## config.mk

```make
export PLATFORM = sky130hd
export DESIGN_NAME = keypad_emulator
export DESIGN_NICKNAME = d
export VERILOG_FILES = /design/src/rtl/keypad_pkg.sv /design/src/rtl/kp_key_fifo.sv /design/src/rtl/keypad_emulator.sv
export SDC_FILE = /design/constraint.sdc
export NUM_CORES = 1
export LEC_CHECK = 0
export CORE_MARGIN = 2
export CORE_UTILIZATION = 55
export CTS_BUF_LIST = sky130_fd_sc_hd__clkbuf_2 sky130_fd_sc_hd__clkbuf_4 sky130_fd_sc_hd__clkbuf_8
export CTS_CLUSTER_DIAMETER = 30
export DETAILED_ROUTE_END_ITERATION = 6
export PLACE_DENSITY = 0.74
export SYNTH_ARGS = -nofsm -noshare
export SYNTH_HDL_FRONTEND = slang
export SYNTH_SLANG_ARGS = --single-unit
```

## constraint.sdc

```tcl
create_clock -name clock -period 3.2 [get_ports clock]
set_input_delay 0.64 -clock clock [delete_from_list [all_inputs] [get_ports clock]]
set_output_delay 0.64 -clock clock [all_outputs]
set_load 0.05 [all_outputs]
```

## src/rtl/keypad_pkg.sv

```systemverilog
// Shared definitions for the keypad emulator: key codes, FSM states and the
// switch-matrix position of every key.
package keypad_pkg;

    localparam logic [3:0] KEY_HASH = 4'd10;
    localparam logic [3:0] KEY_STAR = 4'd11;
    localparam logic [3:0] KEY_A    = 4'd12;
    localparam logic [3:0] KEY_B    = 4'd13;
    localparam logic [3:0] KEY_C    = 4'd14;
    localparam logic [3:0] KEY_D    = 4'd15;

    localparam logic [3:0] ROW_IDLE = 4'b1111;

    typedef enum logic [1:0] {
        StIdle,
        StBounce,
        StHold,
        StGap
    } kp_state_e;

    // Active-low row line driven when the key is closed.
    function automatic logic [3:0] row_of(input logic [3:0] code);
        case (code)
            4'd1, 4'd2, 4'd3, KEY_A:           row_of = 4'b1110;
            4'd4, 4'd5, 4'd6, KEY_B:           row_of = 4'b1101;
            4'd7, 4'd8, 4'd9, KEY_C:           row_of = 4'b1011;
            4'd0, KEY_HASH, KEY_STAR, KEY_D:   row_of = 4'b0111;
            default:                           row_of = ROW_IDLE;
        endcase
    endfunction

    // Index of the (active-low) column strobe that reaches this key.
    function automatic logic [1:0] col_idx(input logic [3:0] code);
        case (code)
            4'd1, 4'd4, 4'd7, KEY_STAR:        col_idx = 2'd0;
            4'd2, 4'd5, 4'd8, 4'd0:            col_idx = 2'd1;
            4'd3, 4'd6, 4'd9, KEY_HASH:        col_idx = 2'd2;
            default:                           col_idx = 2'd3;
        endcase
    endfunction

endpackage

```

## src/rtl/kp_key_fifo.sv

```systemverilog
// Key-code queue between the host and the press sequencer. Full is registered
// so the host-facing ready never depends combinationally on a pop.
module kp_key_fifo #(
    parameter int unsigned DEPTH = 8
) (
    input  logic       clock,
    input  logic       reset,
    input  logic       push,
    input  logic [3:0] push_data,
    input  logic       pop,
    output logic [3:0] pop_data,
    output logic       full,
    output logic       empty
);

    localparam int unsigned AW = $clog2(DEPTH);

    logic [3:0]    mem [DEPTH];
    logic [AW-1:0] wr_ptr_q, rd_ptr_q;
    logic [AW:0]   count_q, count_d;
    logic          full_q;
    logic          do_push, do_pop;

    assign do_push = push && !full_q;
    assign do_pop  = pop && (count_q != '0);

    always_comb begin
        count_d = count_q;
        case ({do_push, do_pop})
            2'b10:   count_d = count_q + 1'b1;
            2'b01:   count_d = count_q - 1'b1;
            default: count_d = count_q;
        endcase
    end

    always_ff @(posedge clock) begin
        if (reset) begin
            wr_ptr_q <= '0;
            rd_ptr_q <= '0;
            count_q  <= '0;
            full_q   <= 1'b0;
        end else begin
            if (do_push) wr_ptr_q <= wr_ptr_q + 1'b1;
            if (do_pop)  rd_ptr_q <= rd_ptr_q + 1'b1;
            count_q <= count_d;
            full_q  <= (count_d == (AW + 1)'(DEPTH));
        end
    end

    always_ff @(posedge clock) begin
        if (do_push) mem[wr_ptr_q] <= push_data;
    end

    assign pop_data = mem[rd_ptr_q];
    assign full     = full_q;
    assign empty    = (count_q == '0);

endmodule

```

## src/rtl/keypad_emulator.sv

```systemverilog
// Plays queued key codes into a matrix-keypad scanner: each key bounces,
// holds and releases, answering column strobes the way a real switch would.
module keypad_emulator #(
    parameter int unsigned DEPTH         = 8,
    parameter int unsigned CNT_W         = 24,
    parameter int unsigned BOUNCE_CYCLES = 0,
    parameter int unsigned BOUNCE_PERIOD = 64,
    parameter int unsigned HOLD_CYCLES   = 1000000,
    parameter int unsigned GAP_CYCLES    = 500000
) (
    input  logic       clock,
    input  logic       reset,
    input  logic       key_valid,
    input  logic [3:0] key_code,
    output logic       key_ready,
    input  logic [3:0] col_in,
    output logic [3:0] row_out,
    output logic       pressing,
    output logic       busy,
    output logic       key_done
);

    import keypad_pkg::*;

    localparam logic [CNT_W-1:0] BOUNCE_LAST = CNT_W'(BOUNCE_CYCLES - 1);
    localparam logic [CNT_W-1:0] HOLD_LAST   = CNT_W'(HOLD_CYCLES - 1);
    localparam logic [CNT_W-1:0] GAP_LAST    = CNT_W'(GAP_CYCLES - 1);
    localparam logic [CNT_W-1:0] BOUNCE_DIV  = CNT_W'(BOUNCE_PERIOD);

    kp_state_e        state_q, state_d;
    logic [CNT_W-1:0] timer_q, timer_d;
    logic [3:0]       cur_key_q, cur_key_d;
    logic [3:0]       row_q;
    logic             pressing_q, contact_d;
    logic             fifo_pop, fifo_full, fifo_empty;
    logic [3:0]       fifo_data;

    assign key_ready = !fifo_full;

    kp_key_fifo #(
        .DEPTH (DEPTH)
    ) u_fifo (
        .clock     (clock),
        .reset     (reset),
        .push      (key_valid && key_ready),
        .push_data (key_code),
        .pop       (fifo_pop),
        .pop_data  (fifo_data),
        .full      (fifo_full),
        .empty     (fifo_empty)
    );

    always_comb begin
        state_d   = state_q;
        timer_d   = timer_q + 1'b1;
        cur_key_d = cur_key_q;
        fifo_pop  = 1'b0;
        key_done  = 1'b0;
        case (state_q)
            StIdle: begin
                timer_d = '0;
                if (!fifo_empty) begin
                    fifo_pop  = 1'b1;
                    cur_key_d = fifo_data;
                    state_d   = (BOUNCE_CYCLES > 0) ? StBounce : StHold;
                end
            end
            StBounce: begin
                if (timer_q == BOUNCE_LAST) begin
                    state_d = StHold;
                    timer_d = '0;
                end
            end
            StHold: begin
                if (timer_q == HOLD_LAST) begin
                    state_d = StGap;
                    timer_d = '0;
                end
            end
            StGap: begin
                if (timer_q == GAP_LAST) begin
                    state_d  = StIdle;
                    timer_d  = '0;
                    key_done = 1'b1;
                end
            end
            default: begin
                state_d = StIdle;
                timer_d = '0;
            end
        endcase
    end

    // Contact state is computed for the state being entered so that pressing
    // changes on the same edge as the FSM.
    always_comb begin
        contact_d = 1'b0;
        case (state_d)
            StBounce: contact_d = ((timer_d / BOUNCE_DIV) & CNT_W'(1)) == '0;
            StHold:   contact_d = 1'b1;
            default:  contact_d = 1'b0;
        endcase
    end

    always_ff @(posedge clock) begin
        if (reset) begin
            state_q    <= StIdle;
            timer_q    <= '0;
            cur_key_q  <= '0;
            pressing_q <= 1'b0;
            row_q      <= ROW_IDLE;
        end else begin
            state_q    <= state_d;
            timer_q    <= timer_d;
            cur_key_q  <= cur_key_d;
            pressing_q <= contact_d;
            row_q      <= (pressing_q && !col_in[col_idx(cur_key_q)]) ? row_of(cur_key_q)
                                                                       : ROW_IDLE;
        end
    end

    assign row_out  = row_q;
    assign pressing = pressing_q;
    assign busy     = (state_q != StIdle) || !fifo_empty;

endmodule

```

==> run_results.csv, run 1 <==
group,metric,value,unit
critical_path,r2r_setup_slack,660,ps
critical_path,startpoint_type,"register",
power,seq_power_share,45.3,%
clock_network,cts-buffers-inserted,9,
timing,final_max_slew_viol_count,0,
critical_path,crit_required,2560,ps
routing,drc_errors,0,
yosys,yosys_register_bits,78,
power,peakVddDrop,0.000386,V
clock_network,cts_max_level,3,
timing,hold_violations,0,
timing,period_share,84.4,%
timing,worstMarginPinSlew,700,ps
power,p_per_area,675,mW/mm^2
grt,grt_pass1_vias,2418,
grt,grt_usage,19.0,%
die,pin_count,19,
grt,antenna_found_initial,0,
grt,grt-ovfl-total,0,
final_layout,regArea,0.00188,sq mm
yosys,syn_avg_cell_area,10.9,sq um
yosys,netlist_area,0.00369,sq mm
yosys,synth_ff_type,"dfxtp_1",
timing,skew,12.2,ps
power,p_leak,1.44,nW
yosys,synth_cell_type_count,52,
clock_network,root_buffer,"clkbuf_8",
routing,wl_per_cell,14.4,um
clock_network,clkSlewWorstSetupHoldPaths,90,ps
clock_network,holdBufCountCts,0,
yosys,yosysWarnings,0,
worst_hold_path,worstHoldStart,"timer_q[0]$_SDFF_PP0_",
yosys,synthTopCellsByArea,"edfxtp_1 26%, dfxtp_1 25%, nor2_1 5.5%",
yosys,synth_top_area_cell,"edfxtp_1",
critical_path,crit_arrival,2060,ps
final_layout,final_common_cell,"nor2_1",
critical_path,critical_path.max_fanout,7,
yosys,yosysTopAreaCellShare,26.0,%
placed_design,gp_congestion,0.856,
placed_design,dpl-instance-area,0.00393,sq mm
timing,tns,0,ps
final_layout,fill_cells,508,
run_status,status,"finished clean",
die,die_area,0.00739,sq mm
final_layout,drive_above_1_share,9.94,%
worst_hold_path,hold_path_depth,1,
final_layout,finalInstanceArea,0.00411,sq mm
critical_path,cp-end-kind,"output port",
yosys,ys_seq_area_share,50.9,%
timing,slew_headroom,53.0,%
yosys,async_flop_share,0,%
routing,drt_iter0_markers,92,
final_layout,area_growth,11.3,%
worst_hold_path,hold-path-endpoint,"timer_q[0]$_SDFF_PP0_",
final_layout,multi_input_area,0.00170,sq mm
routing,vias,2467,
clock_network,cts_tree,"yes",
timing,final-setup-viol-count,0,
grt,grt_start_max_net_pins,25,
routing,viasPerCell,5.62,
final_layout,nets,384,
power,switching_share,35.2,%
die,die_h,86.0,um
clock_network,cts_buffer_depth,2,
critical_path,rr_worst_depth,10,
yosys,syn_inst,338,
yosys,synth_edf_count,32,
critical_path,r2r_start,"timer_q[0]$_SDFF_PP0_",
yosys,syn_nets,365,
routing,ant_nets,0,
die,die_width,86.0,um
power,combPwrFrac,29.7,%
power,clkPwrFrac,25.1,%
clock_network,insertion_delay,350,ps
placed_design,place_hpwl,4490,um
final_layout,mostFrequentLayoutCells,"54 x nor2_1, 46 x dfxtp_1, 32 x edfxtp_1, 18 x nand3_1, 17 x clkdlybuf4s50_1",
critical_path,path_class,"reg -> out",
placed_design,port_buffers,18,
grt,grt_pass1_wl,11000,um
final_layout,diodes,0,
timing,rsz0062_at_grt,"false",
routing,first_pass_iters,4,
routing,wl,6340,um
flow_run,drv_cap,0,
power,switchingPower,0.977,mW
clock_network,cts_sinks,78,
critical_path,r2r_end,"pressing$_SDFF_PP0_",
timing,fin_crit,2700,ps
die,core,0.00642,sq mm
power,p_int,1.80,mW
die,initial_core_util,57.5,%
timing,max_freq,370,MHz
worst_hold_path,min_path_type,"reg -> reg",
die,std_cell_rows,29,
layout make-up:
class                   instances  area share (%)
inverters                      13            1.19
well taps                      77            2.34
clock buffers                   9            3.01
clock inverters                 7            1.49
flip-flops and latches         78            45.8
repair buffers                 21            4.99
multi-input cells             234            41.2
cells by family after synthesis:
group,count (synthesis),synth area share [%]
and+or+nand+nor,136,18.9
xor gates and xnor gates,27,6.40
adders and majority gates,16,5.62
buffers and inverters,26,3.15
DFF,78,50.9
muxes,17,7.35
AOI/OAI and AO/OA,38,7.59
worst max-delay path by stage:
stage                                start                endpoint  slack (ps)  cells past startpoint
floorplan            timer_q[0]$_SDFF_PP0_     pressing$_SDFF_PP0_         290                     10
global placement                 key_valid  u_fifo.full$_SDFF_PP0_         430                     11
detailed placement               key_valid  u_fifo.full$_SDFF_PP0_         340                     11
CTS                  timer_q[0]$_SDFF_PP0_                key_done          50                      5
global route         timer_q[0]$_SDFF_PP0_                key_done         310                      5
finish              timer_q[13]$_SDFF_PP0_                key_done         500                      4
sequential cells by signal, summed over array words and instances (netlist names):
name,count
cur_key_q,4
u_fifo.full,1
timer_q,24
u_fifo.wr_ptr_q,3
u_fifo.rd_ptr_q,3
state_q,2
pressing,1
u_fifo.mem,32
row_out,4
u_fifo.count_q,4
layer usage:
| metal | vias to the layer above | GRT usage (%) | share of wire, % |
|---|---|---|---|
| met2 | 27 | 29.8 | 48 |
| li1 | 1257 | - | - |
| met3 | 7 | 3.56 | 2.4 |
| met1 | 1176 | 26.1 | 49 |
| met4 | 0 | 7.79 | 1.2 |
| met5 | - | 0 | 0 |
metrics by stage:
step | hold WS (ps) | instances | util, % | power (mW) | setup slack (ps)
after floorplan | 441 | 338 | - | 1.92 | 286
after global placement | 455 | 423 | 61.1 | 2.09 | 428
after detailed placement | 464 | 423 | 61.1 | 2.11 | 342
after CTS | 483 | 439 | 64.0 | 2.80 | 48.2
after global routing | 525 | 439 | 64.0 | 2.96 | 313
final | 481 | 439 | 64.0 | 2.78 | 500
repair_timing:
action | 4_1_cts | 5_1_grt
setup buffers | 0 | 0
endpoints found under the setup margin | 0 | 1
resized for setup | 0 | 1
critical path, cell delays in order (launching register included):
cell	delay (ps)
dfxtp_1	440
nor4bb_1	400
nand3_1	170
nor3_1	240
dlymetal6s2s_1	460
Yosys cell counts (2+ instances only):
cell type / count
nor4_1: 5
mux4_2: 8
xnor2_1: 12
nand2b_1: 6
buf_1: 2
nor3_1: 10
ha_1: 15
nand4_2: 2
mux2i_1: 8
nor4bb_1: 2
nand2_1: 14
nand3_1: 18
buf_6: 2
edfxtp_1: 32
dfxtp_1: 46
nor2b_1: 5
o21ai_0: 4
nor2_1: 54
o31ai_1: 2
a21o_1: 3
and3_1: 3
clkbuf_1: 6
o2bb2ai_1: 2
a21oi_1: 8
nand4_1: 8
buf_2: 2
inv_1: 13
a211oi_1: 6
and4_1: 3
xor2_1: 15
power by group through the flow:
stage,logic (mW),clock network [mW],registers [mW]
final,0.823,0.696,1.26
after global routing,0.928,0.757,1.28
after CTS,0.832,0.712,1.26
after detailed placement,0.826,0,1.28
after global placement,0.811,0,1.28
after floorplan,0.694,0,1.22
Power figures use the tool's default switching activity.
==> run 2: changes to the inputs <==
==> constraint.sdc (replaced) <==
create_clock -name clock -period 2.5 [get_ports clock]
set_input_delay 0.5 -clock clock [delete_from_list [all_inputs] [get_ports clock]]
set_output_delay 0.5 -clock clock [all_outputs]
set_load 0.05 [all_outputs]
==> run 2 against run 1 <==
Non-clock buffer count rose by 12. Global-route usage rose by 0.75 points. Sequential share of layout area fell by 1.4 points. Clock skew fell by 7.0 ps. Via count rose by 4.1%. Design area rose by 3.5%. Die area did not move. Power rose by 33%. Worst hold slack got worse by 33 ps. Combinational power rose by 40%. Clock power rose by 33%. Critical path type unchanged.
==> run_results.csv, run 2 (same netlist as run 1, synthesis figures left out) <==
group,metric,value,unit
run_status,status,"finished clean",
routing,wl,6700,um
clock_network,root_buffer,"clkbuf_8",
power,combPwrFrac,31.2,%
clock_network,insertion_delay,350,ps
worst_hold_path,min_path_type,"reg -> reg",
grt,grt_pass1_vias,2491,
routing,drt_iter0_markers,96,
final_layout,fin_util,66.3,%
final_layout,largest_register_ffs,32,
final_layout,largest-register,"u_fifo.mem",
critical_path,crit_top_cell,"buf_4",
die,die_area,0.00739,sq mm
critical_path,startpoint_type,"register",
critical_path,cpPeakStageDelay,370,ps
timing,period_share,96.3,%
die,core,0.00642,sq mm
routing,vias,2569,
final_layout,final_common_cell,"nor2_1",
clock_network,cts_tree,"yes",
clock_network,clkSlewWorstSetupHoldPaths,90,ps
placed_design,dp_slack,-130,ps
die,die_width,86.0,um
placed_design,dpl.cell_count,435,
critical_path,path_class,"reg -> out",
critical_path,cp_cell_sequence,"ha_1 > and3_1 > nand4_1 > buf_4 > nor3_2 > buf_4 > buf_12",
grt,grt_pass1_wl,11400,um
routing,wl_per_cell,14.9,um
power,seq_power_share,43.7,%
timing,rsz0062_at_grt,"true",
power,switchingPower,1.29,mW
final_layout,reg.largest.list,"u_fifo.mem (32), timer_q (24)",
routing,drc_errors,0,
critical_path,crit_required,2000,ps
timing,slew_headroom,58.3,%
power,total_power,3.68,mW
grt,grt-ovfl-total,0,
timing,fin_ws,92.0,ps
clock_network,cts_buffer_depth,2,
timing,final_max_slew_viol_count,0,
final_layout,mostFrequentLayoutCells,"54 x nor2_1, 42 x dfxtp_1, 32 x edfxtp_1, 18 x nand3_1, 16 x clkdlybuf4s50_1",
grt,grt_usage,19.8,%
placed_design,place_hpwl,4850,um
timing,hold_violations,0,
final_layout,drive_above_1_share,15.2,%
final_layout,diodes,0,
die,initial_core_util,57.5,%
timing,skew,5.19,ps
grt,grt_start_max_net_pins,25,
critical_path,critical_path.max_fanout,5,
power,p_int,2.39,mW
power,p_per_area,865,mW/mm^2
clock_network,cts-buffers-inserted,9,
routing,viasPerCell,5.70,
final_layout,area_growth,15.3,%
final_layout,nets,396,
timing,final-setup-viol-count,0,
die,pin_count,19,
critical_path,crit_slowest_cell,"dfxtp_2",
die,die_h,86.0,um
timing,fin_crit,2410,ps
placed_design,gp_congestion,0.840,
placed_design,port_buffers,18,
clock_network,cts_max_level,3,
routing,ant_nets,0,
power,peakVddDrop,0.000560,V
critical_path,critPathTopFamily,"simple AND/OR/NAND/NOR gates",
timing,tns,0,ps
final_layout,finalNonFillerCells,451,
power,switching_share,35.1,%
clock_network,cts_setup_buffers,0,
power,clkPwrFrac,25.1,%
final_layout,fill_cells,491,
timing,worstMarginPinSlew,624,ps
clock_network,cts_sinks,78,
critical_path,crit_buf_inv,3,
critical_path,cp-end-kind,"output port",
grt,antenna_found_initial,0,
flow_run,drv_cap,0,
die,std_cell_rows,29,
power,p_leak,1.51,nW
routing,first_pass_iters,4,
critical_path,crit_arrival,1910,ps
timing,max_freq,415,MHz
[run 2: path summary, 6_finish.rpt]
kind / endpoint / startpoint / cells past startpoint / slack [ps]
max reg2reg: pressing$_SDFF_PP0_ / timer_q[6]$_SDFF_PP0_ / 8 / 160
min: timer_q[0]$_SDFF_PP0_ / timer_q[0]$_SDFF_PP0_ / 1 / 450
max: key_done / timer_q[0]$_SDFF_PP0_ / 7 / 90
min reg2reg: timer_q[0]$_SDFF_PP0_ / timer_q[0]$_SDFF_PP0_ / 1 / 450
[run 2: area by class of cell]
cell class / count / area (sq um) / share of cell area, %
Multi-Input combinational cell: 234 / 1730 / 40.6
Clock inverter: 7 / 68.8 / 1.62
Timing Repair Buffer: 33 / 305 / 7.17
Tap cell: 77 / 96.3 / 2.26
Clock buffer: 9 / 124 / 2.91
Inverter: 13 / 48.8 / 1.15
Sequential cell: 78 / 1890 / 44.3
[run 2: timing repair]
item	in CTS	in global routing
endpoints found under the setup margin	0	4
hold buffers	0	0
resized for setup	0	9
[run 2: stage by stage]
step	hold slack [ps]	instance area [sq um]
floorplan	441	3700
finish	448	4260
global placement	463	4030
detailed placement	470	4030
global route	475	4260
CTS	491	4220
[run 2: worst reg2reg max path: cells and delay by family (launching register included)]
family | cells | cell delay [ps]
AND/OR/NAND/NOR | 4 | 910
adder cells (fa/ha/maj) | 1 | 270
AO/OA/AOI/OAI | 3 | 660
flip-flops | 1 | 450
[run 2: power groups by stage]
stage | clock (mW) | combinational [mW] | sequential, mW
2_1_floorplan | 0 | 0.889 | 1.56
3_3_place_gp | 0 | 1.11 | 1.63
3_5_place_dp | 0 | 1.15 | 1.63
4_1_cts | 0.958 | 1.15 | 1.61
5_1_grt | 1.00 | 1.27 | 1.64
6_report | 0.925 | 1.15 | 1.61
[run 2: layer usage]
metal | global-route usage [%] | routed length (um) | up-vias
li1 | - | - | 1277
met1 | 24.7 | 3100 | 1229
met2 | 32.3 | 3250 | 53
met3 | 6.74 | 244 | 10
met4 | 6.49 | 108 | 0
met5 | 0 | 0 | -
